===== src/rtl/regfile_dump_if.sv =====
// Read-port plus output-stream bundle between the dump sequencer, the register
// file it reads, and the downstream consumer of the tagged byte stream.
interface regfile_dump_if #(
  parameter int DW = 8,
  parameter int AW = 3
);
  logic [AW-1:0] ra;
  logic [DW-1:0] rd;
  logic [DW-1:0] dout;
  logic [AW-1:0] dout_addr;
  logic          dout_valid;
  logic          dout_ready;

  modport master (
    output ra, dout, dout_addr, dout_valid,
    input  rd, dout_ready
  );

  modport slave (
    input  ra, dout, dout_addr, dout_valid,
    output rd, dout_ready
  );
endinterface


===== src/rtl/regfile_dump.sv =====
// Register-file dump sequencer: walks FIRST_REG..LAST_REG over one read port and
// streams each value, tagged with its address, on a valid/ready interface.
module regfile_dump #(
  parameter int DW        = 8,
  parameter int AW        = 3,
  parameter int FIRST_REG = 0,
  parameter int LAST_REG  = 7
) (
  input  logic                 clk,
  input  logic                 rst,
  input  logic                 start,
  input  logic                 abort,
  regfile_dump_if.master       bus,
  output logic                 busy,
  output logic                 done
);

  localparam logic [AW-1:0] FIRST_A = FIRST_REG[AW-1:0];
  localparam logic [AW-1:0] LAST_A  = LAST_REG[AW-1:0];

  typedef enum logic [1:0] {
    IDLE = 2'd0,
    LOAD = 2'd1,
    SEND = 2'd2
  } state_t;

  state_t        state, state_d;
  logic [AW-1:0] ra, ra_d;
  logic [DW-1:0] dout, dout_d;
  logic [AW-1:0] dout_addr, dout_addr_d;
  logic          dout_valid, dout_valid_d;
  logic          busy_d, done_d;

  // NOTE: every signal gets a hold/default value before the case statement so
  // no path leaves it unassigned; otherwise synthesis infers latches.
  always_comb begin
    state_d      = state;
    ra_d         = ra;
    dout_d       = dout;
    dout_addr_d  = dout_addr;
    dout_valid_d = dout_valid;
    busy_d       = busy;
    done_d       = 1'b0;

    unique case (state)
      IDLE: begin
        if (start) begin
          ra_d    = FIRST_A;
          busy_d  = 1'b1;
          state_d = LOAD;
        end
      end

      LOAD: begin
        if (abort) begin
          dout_valid_d = 1'b0;
          busy_d       = 1'b0;
          state_d      = IDLE;
        end else begin
          dout_d       = bus.rd;
          dout_addr_d  = ra;
          dout_valid_d = 1'b1;
          state_d      = SEND;
        end
      end

      SEND: begin
        // Abort outranks a beat accepted in the same cycle: no beat, no done.
        if (abort) begin
          dout_valid_d = 1'b0;
          busy_d       = 1'b0;
          state_d      = IDLE;
        end else if (bus.dout_ready) begin
          dout_valid_d = 1'b0;
          if (ra == LAST_A) begin
            done_d  = 1'b1;
            busy_d  = 1'b0;
            state_d = IDLE;
          end else begin
            ra_d    = ra + 1'b1;
            state_d = LOAD;
          end
        end
      end

      default: begin
        dout_valid_d = 1'b0;
        busy_d       = 1'b0;
        state_d      = IDLE;
      end
    endcase
  end

  // NOTE: state registers use non-blocking assignments so every flop samples
  // the pre-edge values of the others, independent of statement order.
  always_ff @(posedge clk or negedge rst) begin
    if (!rst) begin
      state      <= IDLE;
      ra         <= FIRST_A;
      dout       <= '0;
      dout_addr  <= '0;
      dout_valid <= 1'b0;
      busy       <= 1'b0;
      done       <= 1'b0;
    end else begin
      state      <= state_d;
      ra         <= ra_d;
      dout       <= dout_d;
      dout_addr  <= dout_addr_d;
      dout_valid <= dout_valid_d;
      busy       <= busy_d;
      done       <= done_d;
    end
  end

  assign bus.ra         = ra;
  assign bus.dout       = dout;
  assign bus.dout_addr  = dout_addr;
  assign bus.dout_valid = dout_valid;

endmodule


===== src/flat_wrapper.sv =====
// flat-port wrapper written by rule: the top's interface ports become plain ports
module regfile_dump_flat 
#(
  parameter int DW        = 8,
  parameter int AW        = 3,
  parameter int FIRST_REG = 0,
  parameter int LAST_REG  = 7
)
  (clk, rst, start, abort, busy, done, bus_ra, bus_dout, bus_dout_addr, bus_dout_valid, bus_rd, bus_dout_ready);
  regfile_dump_if #(.DW(DW), .AW(AW)) bus_i ();
  input  logic clk;
  input  logic rst;
  input  logic start;
  input  logic abort;
  output logic busy;
  output logic done;
  output wire logic [$bits(bus_i.ra)-1:0] bus_ra;
  output wire logic [$bits(bus_i.dout)-1:0] bus_dout;
  output wire logic [$bits(bus_i.dout_addr)-1:0] bus_dout_addr;
  output wire logic [$bits(bus_i.dout_valid)-1:0] bus_dout_valid;
  input wire logic [$bits(bus_i.rd)-1:0] bus_rd;
  input wire logic [$bits(bus_i.dout_ready)-1:0] bus_dout_ready;
  assign bus_ra = bus_i.ra;
  assign bus_dout = bus_i.dout;
  assign bus_dout_addr = bus_i.dout_addr;
  assign bus_dout_valid = bus_i.dout_valid;
  assign bus_i.rd = bus_rd;
  assign bus_i.dout_ready = bus_dout_ready;
  regfile_dump #(.DW(DW), .AW(AW), .FIRST_REG(FIRST_REG), .LAST_REG(LAST_REG)) u_core (.clk(clk), .rst(rst), .start(start), .abort(abort), .bus(bus_i), .busy(busy), .done(done));
endmodule

===== config.mk =====
export PLATFORM = sky130hd
export DESIGN_NAME = regfile_dump_flat
export DESIGN_NICKNAME = d
export VERILOG_FILES = /design/src/rtl/regfile_dump_if.sv /design/src/rtl/regfile_dump.sv /design/src/flat_wrapper.sv
export SDC_FILE = /design/constraint.sdc
export NUM_CORES = 1
export LEC_CHECK = 0
export CORE_ASPECT_RATIO = 0.6
export CORE_MARGIN = 2
export CORE_UTILIZATION = 39
export DETAILED_ROUTE_END_ITERATION = 16
export PLACE_DENSITY_LB_ADDON = 0.15
export SLEW_MARGIN = 20
export SYNTH_ARGS = -nofsm -noshare
export SYNTH_HDL_FRONTEND = slang
export SYNTH_SLANG_ARGS = --single-unit
export TNS_END_PERCENT = 1

===== constraint.sdc =====
create_clock -name clk -period 1.45 [get_ports clk]
set_input_delay 0.2175 -clock clk [delete_from_list [all_inputs] [get_ports clk]]
set_output_delay 0.2175 -clock clk [all_outputs]
set_load 0.01 [all_outputs]

# Word-level counts from Yosys, hierarchy flattened
# Cells that the tools add are included.
totals:
  elab_cells: 52
  ff_bits: 19
  out_inout_bits: 17
  in_bits: 13
classes:
  n_reduce_logical: 7
  mux: 25
  bitwise_logic: 2
  n_eq_ne: 10
  addsub: 1
ops:
  columns: ["op", "n"]
  rows:
  - ["$mux W1", 13]
  - ["$mux W3", 4]
  - ["$ne A2 B2 Y1 const B", 5]
  - ["$mux W2", 4]
  - ["$pmux W1 S3", 2]
  - ["$pmux W2 S3", 1]
  - ["$pmux W3 S2", 1]
  - ["$reduce_and A2 Y1", 3]
  - ["$reduce_and A5 Y1", 1]
  - ["$reduce_and A4 Y1", 1]
  - ["$add A3 B1 Y3 const B", 1]
  - ["$eq A3 B3 Y1 const B", 1]
  - ["$ne A3 B2 Y1 const B", 1]
  - ["$ne A3 B3 Y1 const B", 1]
  - ["$eq A2 B1 Y1 const B", 1]
  - ["$eq A2 B2 Y1 const B", 1]
  - ["$logic_not A2 Y1", 1]
  - ["$not A1 Y1", 2]
  - ["$reduce_bool A2 Y1", 1]

# Depth between registers and ports, before layout
depth:
  depth_word: 5
  ltp_mapped: 5
  depth_no_buf: 5

# Worst setup path after synthesis
# OpenSTA, ideal clock, no wires.
synth_path:
  path_type: "reg2reg"
  from: "register u_core.ra[0], in the netlist u_core.bus.ra[0]"
  to: "register u_core.ra[0], in the netlist u_core.bus.ra[0]"
  t_required_ns: 1.326
  period_less_slack_ns: 1.512
  stages_incl_launch_ff: 6
  path_buffers: 0
  path_slack_ns: -0.062
  arrival_time_ns: 1.388
  setup_ns: 0.124
  cell_sequence: "dfrtp_1 > ha_1 > ha_1 > or3b_4 > nand3_1 > nand3_1"
synth_via:
  elab_chain_len: 5
  elab_cells_between_ends: 8
  cone_classes: "add/sub (1); eq/ne (2); mux (4); reduce/logical (1)"
synth_lines:
  columns: ["element", "line_no", "source"]
  rows:
  - ["from (decl)", "regfile_dump.sv:28", "logic [AW-1:0] ra, ra_d;"]
  - ["from (signal assigned)", "regfile_dump.sv:107", "ra <= ra_d;"]
  - ["$add A3 B1 Y3", "regfile_dump.sv:80", "ra_d = ra + 1'b1;"]
  - ["$mux W3", "regfile_dump.sv:75", "if (ra == LAST_A) begin"]
  - ["$mux W3", "regfile_dump.sv:73", "end else if (bus.dout_ready) begin"]
  - ["$mux W3", "regfile_dump.sv:69", "if (abort) begin"]
  - ["$pmux W3 S2", "regfile_dump.sv:45", "unique case (state)"]
# Several ways; a longest one is shown, not always the timed one. The select of a mux whose other input is x is not followed.
# A chain may end at the register's enable or synchronous reset.

# Worst setup path after layout
layout_path:
  from: "register u_core.ra[0], in the netlist u_core.bus.ra[0]"
  to: "register u_core.ra[1], in the netlist u_core.bus.ra[1]"
# The elaborated chain is that of the path after synthesis.

==> run metrics <==
Post-route DRC=0; Antenna Cells=0; synth top area cells=dfrtp_1 55%, mux2_2 14%, nand3_1 5.2%, ha_1 2.9%, buf_6 2.6%; WL final=1760 um; Tot GR Track Use=14.3%; dpl ws=-0.143 ns; Unique masters post-synth=24; sw power=0.402 mW; CTS H-tree lvls=1; Syn Area/Cell=12.6 um2; Final Hold Fails=0; Max clock buf depth=2; yosys warns=0; fraction of layout cells with a size suffix above 1=31.8%; Post-Layout Cell Count=137; Max-Cap Viols=0; hold_ws=0.298 ns; Max Fclk=0.691 GHz; area added between synthesis and finish=52.2%; Yosys reg bits=19; Sequential cell area=477 um2; crit end category=flop; Power Dens Cells=1170 nW/um2; RSZ-0062 raised after global routing=true; Worst Setup Path Type=flop to flop; Slew headroom=79.9%; total core area=2130 um2; Int Power=1.15 mW; starting density of the core=40.8%; PortBufs=29; Synth top area share=54.8%; post-synthesis xor/xnor area fraction=0%; row count=13; post-layout min period=1.45 ns; die width=64.9 um; worst-margin pin slew=0.301 ns; post-DR vias/cell=4.77; combinational power share=32.3%; Layout Skew=0.00165 ns; I/O pin count=30; Worst VDD drop=0.498 mV; first-pass GRT wire length=2660 um; Overflow after GRT=0; die height=40.6 um; Starting DRT DRC Count=19; worst min path class=input pin to asynchronous set/reset pin; clock share of power=22.8%; per-cell routed wire length=12.8 um; post-route cell area=1320 um2; via count=654; Worst Path Required=1.58 ns; DP Area=1250 um2; switching share of power=25.9%; final net count=123; crit-path max FO=4; crit path DAT=1.58 ns; sequential area share after synthesis=54.8%; post-synthesis simple-gate area fraction=16.7%; adder-cell share of the synthesized area=2.88%; syn_nets=84; Leakage=0.592 nW; area of the die=2630 um2; insertion delay to the later sink of the worst-skew pair=0.25 ns; startpoint types=flop; endpoints failing setup=0; vias in the first global route=573; mux cell area share after synthesis=16.6%; Slew Limit Fails=0; Worst-path clk slew=0.06 ns; Multi-input gate area=389 um2; post-DP HPWL=1310 um; Tcrit/Tclk final=99.7%; Final ANT Viol Nets=0; fillcell total=175; post-synthesis cell area=868 um2; post-synthesis compound-gate area fraction=4.61%; CTS tree=yes; CTS Buf Count=3; clock root cell=clkbuf_8; part of the power in registers=45.0%; status=finished, final reports clean; DRT Pass-1 Iters=4; dpl cells=132; Sink Count=19; setup ws final=0.00382 ns; overall power after layout=1.55 mW; largest net degree at the start of global routing=20; Syn Inst Count=69; number of antenna violations at the first check in global routing=0; cell taking the most area after synthesis=dfrtp_1; gp weighted congestion=0.772; largest family of logic cells by synthesized area=simple AND/OR/NAND/NOR gates
==> state kept, by name, summed over array words and instances, names as in the netlist <==
register               flops
u_core.state               2
u_core.busy                1
u_core.bus.dout_addr       3
u_core.done                1
u_core.bus.ra              3
u_core.bus.dout            8
u_core.bus.dout_valid      1
==> path summary, 6_finish.rpt <==
| path | from | endpoint | slack [ns] | cells past startpoint |
|---|---|---|---|---|
| worst max-delay path | u_core.bus.ra[0] | u_core.bus.ra[1] | 0.004 | 5 |
| worst min-delay path | rst | u_core.bus.ra[0] | 0.30 | 2 |
| worst max register to register | u_core.bus.ra[0] | u_core.bus.ra[1] | 0.004 | 5 |
| worst min register to register | u_core.bus.dout[6] | u_core.bus.dout[6] | 0.51 | 1 |
| max in group asynchronous | rst | u_core.bus.ra[2] | 0.94 | 2 |
| min in group clk | u_core.bus.dout[6] | u_core.bus.dout[6] | 0.51 | 1 |
==> layout by cell type, fill, tap and decap left out, types with 2 or more instances in the layout <==
cell type,Yosys,routed
nand3_2,0,4
dlygate4sd2_1,0,3
buf_4,1,8
dfrtp_1,19,18
nand2_1,3,3
mux2i_1,2,2
clkdlybuf4s50_1,0,25
mux2_2,11,11
clkbuf_8,0,3
nand2b_1,2,2
o21ai_0,3,3
nand3_1,9,5
a21oi_1,2,2
==> area by class of cell <==
type,instances,share of cell area (%)
clock buffers,4,3.41
inverters,1,0.284
multi-input cells,45,29.5
flip-flops and latches,19,36.1
well taps,30,2.84
repair buffers,38,27.9
==> kinds of logic (layout without fill, tap and decap cells) <==
family                     Yosys count  after routing
DFF                                 19             19
AOI/OAI and AO/OA                    7              7
buffers and inverters                5             43
adders and majority gates            2              2
and+or+nand+nor                     23             23
muxes                               13             13
==> power by group through the flow <==
| stage | clock (mW) | combinational [mW] | sequential, mW |
|---|---|---|---|
| floorplan | 0 | 0.169 | 0.749 |
| finish | 0.353 | 0.500 | 0.696 |
| CTS | 0.363 | 0.503 | 0.700 |
| global placement | 0 | 0.502 | 0.699 |
| global route | 0.381 | 0.544 | 0.713 |
| detailed placement | 0 | 0.505 | 0.709 |
==> cells in the mapped netlist <==
master and instances:
buf_4 1, mux2_2 11, buf_2 1, buf_6 2, o21bai_1 1, nand3_1 9, mux2i_1 2, nor3b_2 1
inv_1 1, ha_1 2, o21ai_0 3, or3b_4 1, a211oi_1 1, nand2_1 3, nor2b_1 1, nor2_1 1
nand2b_2 1, nand3b_1 1, dfrtp_1 19, nor3_1 1, a21oi_1 2, nor2_4 1, nand2b_1 2, or4b_1 1
==> routing by layer <==
metal | GRT usage [%] | share of wire [%] | up-vias
li1 | - | - | 320
met1 | 18.6 | 48 | 320
met2 | 23.7 | 47 | 12
met3 | 5.90 | 4.8 | 2
met4 | 1.60 | 0.40 | 0
met5 | 0 | 0 | -
==> per-stage QoR <==
stage,utilization [%],setup TNS (ns)
6_report,62.0,0
5_1_grt,62.0,-0.0963
4_1_cts,60.6,0
2_1_floorplan,-,0
3_5_place_dp,58.6,-1.66
3_3_place_gp,58.6,-0.944
==> critical path, stage by stage, from the launching register on <==
cell and delay [ns]:
dfrtp_1 0.39, ha_2 0.21, ha_4 0.17, or3b_4 0.40, nand3_1 0.10, nand3_1 0.07
==> repair_timing <==
item                                    4_1_cts  5_1_grt
endpoints found under the setup margin        3        4
hold buffers                                  0        0
pin swaps                                     0        2
gates resized for setup                       4        5
buffers inserted                              0        1
(Power assumes the default switching activity.)
